$ cat src/rtl/gen_debug_pkg.sv
// Shared seven-segment helpers for the on-board debug displays.
// Segment bit order is {dp,g,f,e,d,c,b,a}, with 1 meaning the segment is lit.
package gen_debug_pkg;

    localparam int unsigned SEG_A  = 0;
    localparam int unsigned SEG_G  = 6;
    localparam int unsigned SEG_DP = 7;

    localparam logic [6:0] SEG7_HEX [16] = '{
        7'h3F, 7'h06, 7'h5B, 7'h4F, 7'h66, 7'h6D, 7'h7D, 7'h07,
        7'h7F, 7'h6F, 7'h77, 7'h7C, 7'h39, 7'h5E, 7'h79, 7'h71
    };

    function automatic logic [6:0] hex_to_seg7(input logic [3:0] nibble);
        return SEG7_HEX[nibble];
    endfunction

endpackage

$ cat src/rtl/seg7_hex_decoder.sv
// Combinational hex nibble to seven-segment pattern, without the decimal point.
module seg7_hex_decoder
    import gen_debug_pkg::*;
(
    input  logic [3:0] nibble,
    output logic [6:0] seg_c
);

    assign seg_c = hex_to_seg7(nibble);

endmodule

$ cat src/rtl/debug_dpy_pager.sv
// Multi-page hex debug display scanner with frame-coherent capture, paging,
// leading-zero suppression, per-digit blink and anti-ghost blanking.
module debug_dpy_pager
    import gen_debug_pkg::*;
#(
    parameter int unsigned DIGITS       = 8,
    parameter int unsigned N_PAGES      = 4,
    parameter int unsigned CLK_HZ       = 100_000_000,
    parameter int unsigned SCAN_HZ      = 1000,
    parameter int unsigned BLANK_CYCLES = 16,
    parameter int unsigned BLINK_HZ     = 2,
    parameter int unsigned PAGE_HOLD    = 2 * CLK_HZ
) (
    input  logic                                          clock,
    input  logic                                          reset,
    input  logic [N_PAGES*32-1:0]                         page_words,
    input  logic [N_PAGES*DIGITS-1:0]                     page_dp,
    input  logic                                          page_next,
    input  logic                                          auto_rotate,
    input  logic                                          zero_suppress,
    input  logic [DIGITS-1:0]                             blink_mask,
    output logic [7:0]                                    seg,
    output logic [DIGITS-1:0]                             scan,
    output logic [((N_PAGES > 1) ? $clog2(N_PAGES) : 1)-1:0] page_o
);

    localparam int unsigned PW        = (N_PAGES > 1) ? $clog2(N_PAGES) : 1;
    localparam int unsigned IW        = (DIGITS > 1) ? $clog2(DIGITS) : 1;
    localparam int unsigned SCAN_DIV  = CLK_HZ / SCAN_HZ;
    localparam int unsigned SW        = $clog2(SCAN_DIV);
    localparam int unsigned BLINK_DIV = CLK_HZ / (2 * BLINK_HZ);
    localparam int unsigned BW        = (BLINK_DIV > 1) ? $clog2(BLINK_DIV) : 1;
    localparam int unsigned TW        = (PAGE_HOLD > 1) ? $clog2(PAGE_HOLD) : 1;

    logic [SW-1:0]     scan_cnt;
    logic [IW-1:0]     idx;
    logic [BW-1:0]     blink_cnt;
    logic              blink_on;
    logic [TW-1:0]     page_timer;
    logic              next_q;
    logic              primed;
    logic [31:0]       shadow_word;
    logic [DIGITS-1:0] shadow_dp;

    logic              scan_term;
    logic              frame_wrap;
    logic              advance;
    logic [PW-1:0]     page_inc;
    logic [31:0]       sel_word;
    logic [DIGITS-1:0] sel_dp;
    logic [3:0]        nibble;
    logic              dp_bit;
    logic              blink_bit;
    logic [IW-1:0]     hi_digit;
    logic [6:0]        hex_seg_c;
    logic [7:0]        seg_lit;
    logic              seg_gate;
    logic              in_blank;

    assign scan_term  = (scan_cnt == SW'(SCAN_DIV - 1));
    assign frame_wrap = scan_term && (idx == IW'(DIGITS - 1));
    assign advance    = (page_next && !next_q) ||
                        (auto_rotate && (page_timer == TW'(PAGE_HOLD - 1)));
    assign page_inc   = (page_o == PW'(N_PAGES - 1)) ? '0 : page_o + PW'(1);
    assign in_blank   = (scan_cnt < SW'(BLANK_CYCLES));

    // Source page for the next frame capture
    always_comb begin
        sel_word = page_words[31:0];
        sel_dp   = page_dp[DIGITS-1:0];
        for (int p = 0; p < N_PAGES; p++) begin
            if (page_o == PW'(p)) begin
                sel_word = page_words[32*p +: 32];
                sel_dp   = page_dp[DIGITS*p +: DIGITS];
            end
        end
    end

    // Current-digit mux and highest nonzero nibble for zero suppression
    always_comb begin
        nibble    = shadow_word[3:0];
        dp_bit    = shadow_dp[0];
        blink_bit = blink_mask[0];
        hi_digit  = '0;
        for (int i = 0; i < DIGITS; i++) begin
            if (idx == IW'(i)) begin
                nibble    = shadow_word[4*i +: 4];
                dp_bit    = shadow_dp[i];
                blink_bit = blink_mask[i];
            end
            if (shadow_word[4*i +: 4] != 4'h0) begin
                hi_digit = IW'(i);
            end
        end
    end

    seg7_hex_decoder u_dec (
        .nibble (nibble),
        .seg_c  (hex_seg_c)
    );

    always_comb begin
        seg_lit                = '0;
        seg_lit[SEG_DP]        = dp_bit;
        seg_lit[SEG_G:SEG_A]   = hex_seg_c;
        seg_gate               = (zero_suppress && (idx > hi_digit)) ||
                                 (!blink_on && blink_bit);
    end

    always_ff @(posedge clock or posedge reset) begin
        if (reset) begin
            scan_cnt    <= '0;
            idx         <= '0;
            blink_cnt   <= '0;
            blink_on    <= 1'b1;
            page_timer  <= '0;
            page_o      <= '0;
            next_q      <= 1'b0;
            primed      <= 1'b0;
            shadow_word <= '0;
            shadow_dp   <= '0;
            seg         <= '0;
            scan        <= '0;
        end else begin
            scan_cnt <= scan_term ? '0 : scan_cnt + SW'(1);
            if (scan_term) begin
                idx <= (idx == IW'(DIGITS - 1)) ? '0 : idx + IW'(1);
            end

            if (blink_cnt == BW'(BLINK_DIV - 1)) begin
                blink_cnt <= '0;
                blink_on  <= !blink_on;
            end else begin
                blink_cnt <= blink_cnt + BW'(1);
            end

            // A button edge and a timeout in the same cycle collapse into one advance
            next_q <= page_next;
            if (advance) begin
                page_o     <= page_inc;
                page_timer <= '0;
            end else if (auto_rotate) begin
                page_timer <= page_timer + TW'(1);
            end else begin
                page_timer <= '0;
            end

            primed <= 1'b1;
            if (frame_wrap || !primed) begin
                shadow_word <= sel_word;
                shadow_dp   <= sel_dp;
            end

            if (in_blank) begin
                seg  <= '0;
                scan <= '0;
            end else begin
                scan <= DIGITS'(1) << idx;
                seg  <= seg_gate ? 8'h00 : seg_lit;
            end
        end
    end

endmodule

$ cat config.mk
export PLATFORM = sky130hd
export DESIGN_NAME = debug_dpy_pager
export DESIGN_NICKNAME = d
export VERILOG_FILES = /design/src/rtl/gen_debug_pkg.sv /design/src/rtl/seg7_hex_decoder.sv /design/src/rtl/debug_dpy_pager.sv
export SDC_FILE = /design/constraint.sdc
export NUM_CORES = 1
export LEC_CHECK = 0
export CORE_UTILIZATION = 54
export DETAILED_ROUTE_END_ITERATION = 16
export GPL_TIMING_DRIVEN = 0
export HOLD_SLACK_MARGIN = 0.1
export PLACE_DENSITY = 0.86
export SYNTH_ARGS = -nofsm -noshare
export SYNTH_HDL_FRONTEND = slang
export SYNTH_SLANG_ARGS = --single-unit
$ cat constraint.sdc
create_clock -name clock -period 7.5 [get_ports clock]
set_input_delay 1.5 -clock clock [delete_from_list [all_inputs] [get_ports clock]]
set_output_delay 1.5 -clock clock [all_outputs]
set_load 0.01 [all_outputs]
## Word level (Yosys, flattened, before mapping)

Memories as Yosys holds them, arrays and structs flattened.
Cells that the tools add are included.

| word-level totals | value |
|---|---|
| register bits | 134 |
| ROM bits | 112 |
| input port bits | 173 |
| word-level logic and storage cells | 99 |
| memories | 1 |

Memory list:

| memory | words | width | read ports | clocked after Yosys merged registers in | wr ports | line | text |
|---|---|---|---|---|---|---|---|
| (no name shown) | 16 | 7 | 1 | 0 | 0 | gen_debug_pkg.sv:15 | `return SEG7_HEX[nibble];` |

| operators by class | value |
|---|---|
| add/subtract/negate cells | 5 |
| order comparisons | 3 |
| eq/ne operators | 13 |
| shifts and indexed selects | 1 |
| mux-type cells | 45 |
| bitwise operators | 1 |
| reduce and logical (&&, ||, !) cells | 18 |

Operators by type and width:

| operator | count |
|---|---|
| 2-to-1 mux 32 bit | 3 |
| 2-to-1 mux 28 bit | 2 |
| 2-to-1 mux 8 bit | 6 |
| adder 28 x 1 -> 28 bit, second input constant | 1 |
| equality test 28 bit, second input constant | 1 |
| 2-to-1 mux 4 bit | 7 |
| nonzero test 4 bit | 7 |
| adder 25 x 1 -> 25 bit, second input constant | 1 |
| equality test 25 bit, second input constant | 1 |
| 2-to-1 mux 25 bit | 1 |
| 2-to-1 mux 3 bit | 7 |
| adder 17 x 1 -> 17 bit, second input constant | 1 |
| equality test 17 bit, second input constant | 1 |
| less-than comparator 17 x 5 -> 1 bit, second input constant | 1 |
| 2-to-1 mux 17 bit | 1 |
| 2-to-1 mux 1 bit | 15 |
| 2-to-1 mux 7 bit | 2 |
| equality test 3 bit, second input constant | 4 |
| left shift 1 x 3 -> 8 bit, first input constant | 1 |
| equality test 3 x 2 -> 1 bit, second input constant | 2 |
| greater-or-equal comparator 5 bit, second input constant | 1 |
| logical AND 1 bit | 5 |
| inverter 4 -> 5 bit | 1 |
| equality test 2 bit, second input constant | 2 |
| 8 further kinds | 12 |

## Depth between registers and ports, before layout

| logic depth | value |
|---|---|
| word-level depth | 14 |
| mapped depth | 14 |
| gate-level depth less buffers | 13 |

## Cells and area by module

Synthesis repeated with hierarchy kept, for this count alone.

| second synthesis, totals | value |
|---|---|
| cells, all modules | 875 |
| area, all modules | 7,977.7 um^2 |

By module, submodules not included:

| module | times used | cells an instance | area each (um^2) |
|---|---|---|---|
| debug_dpy_pager | 1 | 842 | 7,689.9 |
| seg7_hex_decoder | 1 | 33 | 287.8 |

## Worst setup path before layout

OpenSTA, ideal clock, no wires.

| timing path | value |
|---|---|
| path kind | reg-to-reg |
| start | reg idx[2] |
| end | reg seg[3] |
| data arrival time | 2.740 ns |
| required time | 7.427 ns |
| setup slack | 4.687 ns |
| stages on the path, launching flop included | 12 |
| clock period less this slack | 2.813 ns |
| cells stage by stage | dfrtp_1 -> buf_4 -> clkinv_1 -> ha_1 -> clkbuf_1 -> a211o_1 -> a22oi_1 -> inv_1 -> ha_1 -> inv_1 -> mux4_2 -> nor2_1 |

| between the ends | value |
|---|---|
| longest elaborated chain between the ends | 14 |
| elaborated cells between the ends (all ways) | 31 |
| classes of those cells | order compare (1); eq/ne (7); mux (18); bitwise (1); reduce/logical (3); memory (1) |

RTL lines:

| item | line | text |
|---|---|---|
| start: declaration | debug_dpy_pager.sv:36 | `logic [IW-1:0] idx;` |
| start signal: assignment | debug_dpy_pager.sv:127 | `idx <= (idx == IW'(DIGITS - 1)) ? '0 : idx + IW'(1);` |
| equality test 3 x 1 -> 1 bit | debug_dpy_pager.sv:86 | `if (idx == IW'(i)) begin` |
| 2-to-1 mux 4 bit (7 in a row) | debug_dpy_pager.sv:86 |  |
| inverter 4 -> 5 bit (not written as such) | gen_debug_pkg.sv:15 |  |
| memory read (16 x 7 bit) | - |  |
| 2-to-1 mux 7 bit (not written as such) (2 in a row) | gen_debug_pkg.sv:15 |  |
| 2-to-1 mux 8 bit * | debug_dpy_pager.sv:159 | `seg <= seg_gate ? 8'h00 : seg_lit;` |
| 2-to-1 mux 8 bit * | debug_dpy_pager.sv:154 | `if (in_blank) begin` |
| end signal: assignment | debug_dpy_pager.sv:159 |  |
| end: declaration | debug_dpy_pager.sv:22 | `output logic [7:0] seg,` |

Mark *: on every way between the ends. The rest lies on a longest branch, timed or not. The select of a mux whose other input is x is not followed.
A chain may end at the register's enable or synchronous reset.

## Worst setup path after layout

Same ends and word-level chain as after synthesis.

==> impl_metrics.ini <==
[clocking]
clockRootBuffer = sky130_fd_sc_hd__clkbuf_16
clk_pin_slew_worst_paths_ns = 0.06
cts_hold_buffers = 0
cts_tree = yes
worst_skew_pair.late_latency_ns = 0.42
total_of_cells_resized_after_clock_tree_synthesis = 0
clock_sink_count = 134
cts_max_path_buffers = 2
cts_setup_buffers = 0
cts.htree.levels = 4
cts_buffers = 17

[layout]
finalNonFillerCells = 1307
numnets_final = 1308
areaGrowthSynthToFinish_pct = 35.30
layout.core_utilization_pct = 75.77
layout-drive-gt1-share_pct = 6.744
inserted_diodes = 0
fillerInstances = 1006

[worst_setup_path]
critical_path.endpoint_type = flip-flop
worstPathMaxFanout = 10
path_class = flip-flop to flip-flop
critical-path-max-stage-delay_ns = 0.53
worst_path_max_delay_cell = sky130_fd_sc_hd__dfrtp_1
crit_chain = buf_4 > clkinv_1 > ha_1 > clkbuf_1 > a21oi_1 > o221ai_1 > a31oi_1 > inv_1 > ha_1 > inv_1 > mux4_2 > nor2_1
arrival_time_worst_endpoint_ns = 4.06
timing.critical_path.required_ns = 7.84
worstSetupStartpointType = flip-flop
worst-r2r-cell-count = 12

[drt]
drt_iter0_drc = 552
antenna_left = 0
routed_via_density = 5.655
drc_violation_count_after_routing = 0
wl_per_cell_microns = 16.15
num_vias = 7391
drt_wl_total_mm = 21.10
drt_pre_antenna_iters = 5

[global_routing]
global_route.usage.total_pct = 29.31
grt_util_met3_pct = 7.657
initial_antenna_violation_count = 0
grt_max_degree = 76
via_count_of_the_first_global_routing_pass = 7244
grt_pass1_wl_mm = 34.23
global_route.usage.met1_pct = 36.87
grtUsageMet2_pct = 49.33
global_route.overflow_total = 0
grt-busiest-layer = met2

[logic_synthesis]
synth-seq-cells = 134
synth_top_cells_by_area = sky130_fd_sc_hd__dfrtp_1 (42%), sky130_fd_sc_hd__nor2_1 (7.3%), sky130_fd_sc_hd__a21oi_1 (6.5%)
synth_edf_count = 0
number_of_library_cell_types_mapped_by_synthesis = 71
asyncSetResetFlopFracSynth_pct = 100.0
synth.net_count = 1098
seq_area_frac_synth_pct = 42.49
synth-warning-count = 0
synth_top_flop_cell = sky130_fd_sc_hd__dfrtp_1
syn_area_sq_mm = 0.007894
yosysTopAreaCellShare_pct = 42.16
yosys.area.top_type = sky130_fd_sc_hd__dfrtp_1
post_synth.cell_area_avg_sq_um = 8.722
synthesis.instances = 905

[floorplan]
floorplan.rows = 43
pin_count = 191
dieArea_sq_mm = 0.01511
initial_core_util_pct = 56.00
core_area_sq_mm = 0.01410
floorplan.die.height_microns = 122.9
die_w_microns = 122.9

[place]
port_buffers = 190
placement.setup.worst_slack_ns = 3.904
hpwl_mm = 15.87
place.detailed.instances = 1276
place_congestion = 1.008

[min_path]
holdCritPathClass = flip-flop to flip-flop
whs_path_depth = 1

[sta]
fin_crit_ns = 3.714
finalMaxSlewViolations = 0
fin_worst_skew_ns = 0.01100
worstMarginPinSlew_ns = 0.8875
hold_violations = 0
grt_setup_unrepaired = no
final-setup-viol-count = 0
max-slew-margin-rel_pct = 40.28
layout_worst_path_cycle_share_pct = 49.52
max_freq_mhz = 269.2
finalWorstSetupSlack_ns = 3.786
final.setup.tns_ns = 0

[power]
powerDensity_mw_per_mm2 = 269.8
finalPower_mw = 2.882
power_leakage_nw = 4.472
vdd_drop_max_uv = 202.1

[run_status]
status = finished clean

[flow_run]
maxCapViolations = 0
layout make-up:
class,instances,area [sq um],share of cell area (%)
Inverter,26,102.6,0.9606
Sequential cell,134,3354,31.41
Multi-Input combinational cell,699,4215,39.47
Timing Repair Buffer,191,1929,18.06
Tap cell,180,225.2,2.109
Clock inverter,13,197.7,1.851
Clock buffer,18,429.2,4.018
Buffer,46,226.5,2.120
cell usage after synthesis, types with 5 or more instances:
cell,count
sky130_fd_sc_hd__a211oi_2,5
sky130_fd_sc_hd__a21oi_1,102
sky130_fd_sc_hd__and3_1,11
sky130_fd_sc_hd__and4_1,5
sky130_fd_sc_hd__buf_1,5
sky130_fd_sc_hd__buf_2,13
sky130_fd_sc_hd__clkbuf_1,21
sky130_fd_sc_hd__dfrtp_1,133
sky130_fd_sc_hd__ha_1,20
sky130_fd_sc_hd__inv_1,25
sky130_fd_sc_hd__mux2i_1,40
sky130_fd_sc_hd__nand2_1,86
sky130_fd_sc_hd__nand3_1,30
sky130_fd_sc_hd__nand4_1,14
sky130_fd_sc_hd__nor2_1,153
sky130_fd_sc_hd__nor2b_1,7
sky130_fd_sc_hd__nor3_1,13
sky130_fd_sc_hd__nor3b_1,5
sky130_fd_sc_hd__nor4_1,10
sky130_fd_sc_hd__o21ai_0,53
sky130_fd_sc_hd__or3_1,5
sky130_fd_sc_hd__xnor2_1,26
sky130_fd_sc_hd__xor2_1,35
worst max-delay path, delay by kind of cell (launching register included):
family	cells	cell delay (ns)
DFF	1	0.53
and+or+nand+nor	1	0.09
adders and majority gates	2	0.72
buffers and inverters	5	1.01
AOI/OAI and AO/OA	3	0.87
muxes	1	0.43
metal layers:
layer / vias up / part of all wire, %
li1: 3573 / -
met1: 3501 / 43
met2: 283 / 48
met3: 34 / 7.3
met4: 0 / 1.6
met5: - / 0
sequential cells by signal, indices dropped and copies added, names as in the netlist:
name,count
blink_on,1
blink_cnt,25
page_o,2
shadow_dp,8
scan_cnt,17
page_timer,28
seg,8
idx,3
scan,8
primed,1
next_q,1
shadow_word,32
cell families (layout without fill, tap and decap cells):
family | after synthesis | in the layout | synth area share (%)
adder cells (fa/ha/maj) | 20 | 20 | 3.170
AND/OR/NAND/NOR | 369 | 369 | 22.13
flip-flops | 134 | 134 | 42.49
multiplexers | 41 | 41 | 5.357
other | 1 | 1 | 0.04751
XOR/XNOR | 61 | 61 | 6.768
buffers and inverters | 72 | 294 | 4.105
AO/OA/AOI/OAI | 207 | 207 | 15.93
final timing paths:
path                                from        endpoint  slack (ns)
max                               idx[2]          seg[3]        3.79
min                        page_timer[0]   page_timer[0]        0.48
max reg2reg                       idx[2]          seg[3]        3.79
min reg2reg                page_timer[0]   page_timer[0]        0.48
max in group asynchronous          reset        blink_on        5.19
min in group asynchronous          reset  page_timer[24]        1.55
metrics by stage:
stage                     hold slack (ns)  instance area, sq um
after floorplan                    0.4233                  7894
after global placement             0.4394                 10020
after detailed placement           0.4646                 10050
after CTS                          0.4844                 10680
after global routing               0.4911                 10680
final                              0.4818                 10680
placed cells by master, fill, tap and decap left out, types with 5 or more instances in the layout:
| cell | instances |
|---|---|
| sky130_fd_sc_hd__clkdlybuf4s50_1 | 190 |
| sky130_fd_sc_hd__nor2_1 | 153 |
| sky130_fd_sc_hd__dfrtp_1 | 133 |
| sky130_fd_sc_hd__a21oi_1 | 102 |
| sky130_fd_sc_hd__nand2_1 | 86 |
| sky130_fd_sc_hd__o21ai_0 | 53 |
| sky130_fd_sc_hd__mux2i_1 | 40 |
| sky130_fd_sc_hd__xor2_1 | 35 |
| sky130_fd_sc_hd__nand3_1 | 30 |
| sky130_fd_sc_hd__xnor2_1 | 26 |
| sky130_fd_sc_hd__inv_1 | 24 |
| sky130_fd_sc_hd__clkbuf_1 | 22 |
| sky130_fd_sc_hd__ha_1 | 20 |
| sky130_fd_sc_hd__clkbuf_16 | 17 |
| sky130_fd_sc_hd__nand4_1 | 14 |
| sky130_fd_sc_hd__nor3_1 | 13 |
| sky130_fd_sc_hd__buf_2 | 13 |
| sky130_fd_sc_hd__and3_1 | 11 |
| sky130_fd_sc_hd__nor4_1 | 10 |
| sky130_fd_sc_hd__nor2b_1 | 7 |
| sky130_fd_sc_hd__and4_1 | 5 |
| sky130_fd_sc_hd__or3_1 | 5 |
| sky130_fd_sc_hd__nor3b_1 | 5 |
| sky130_fd_sc_hd__buf_1 | 5 |
| sky130_fd_sc_hd__a211oi_2 | 5 |
report_power, final:
part,leakage [nW],switching [mW],internal (mW),total [mW]
Clock,0.296,0.327,0.561,0.888
Sequential,1.75,0.117,0.854,0.971
Combinational,2.43,0.570,0.453,1.02
Power figures use the tool's default switching activity.
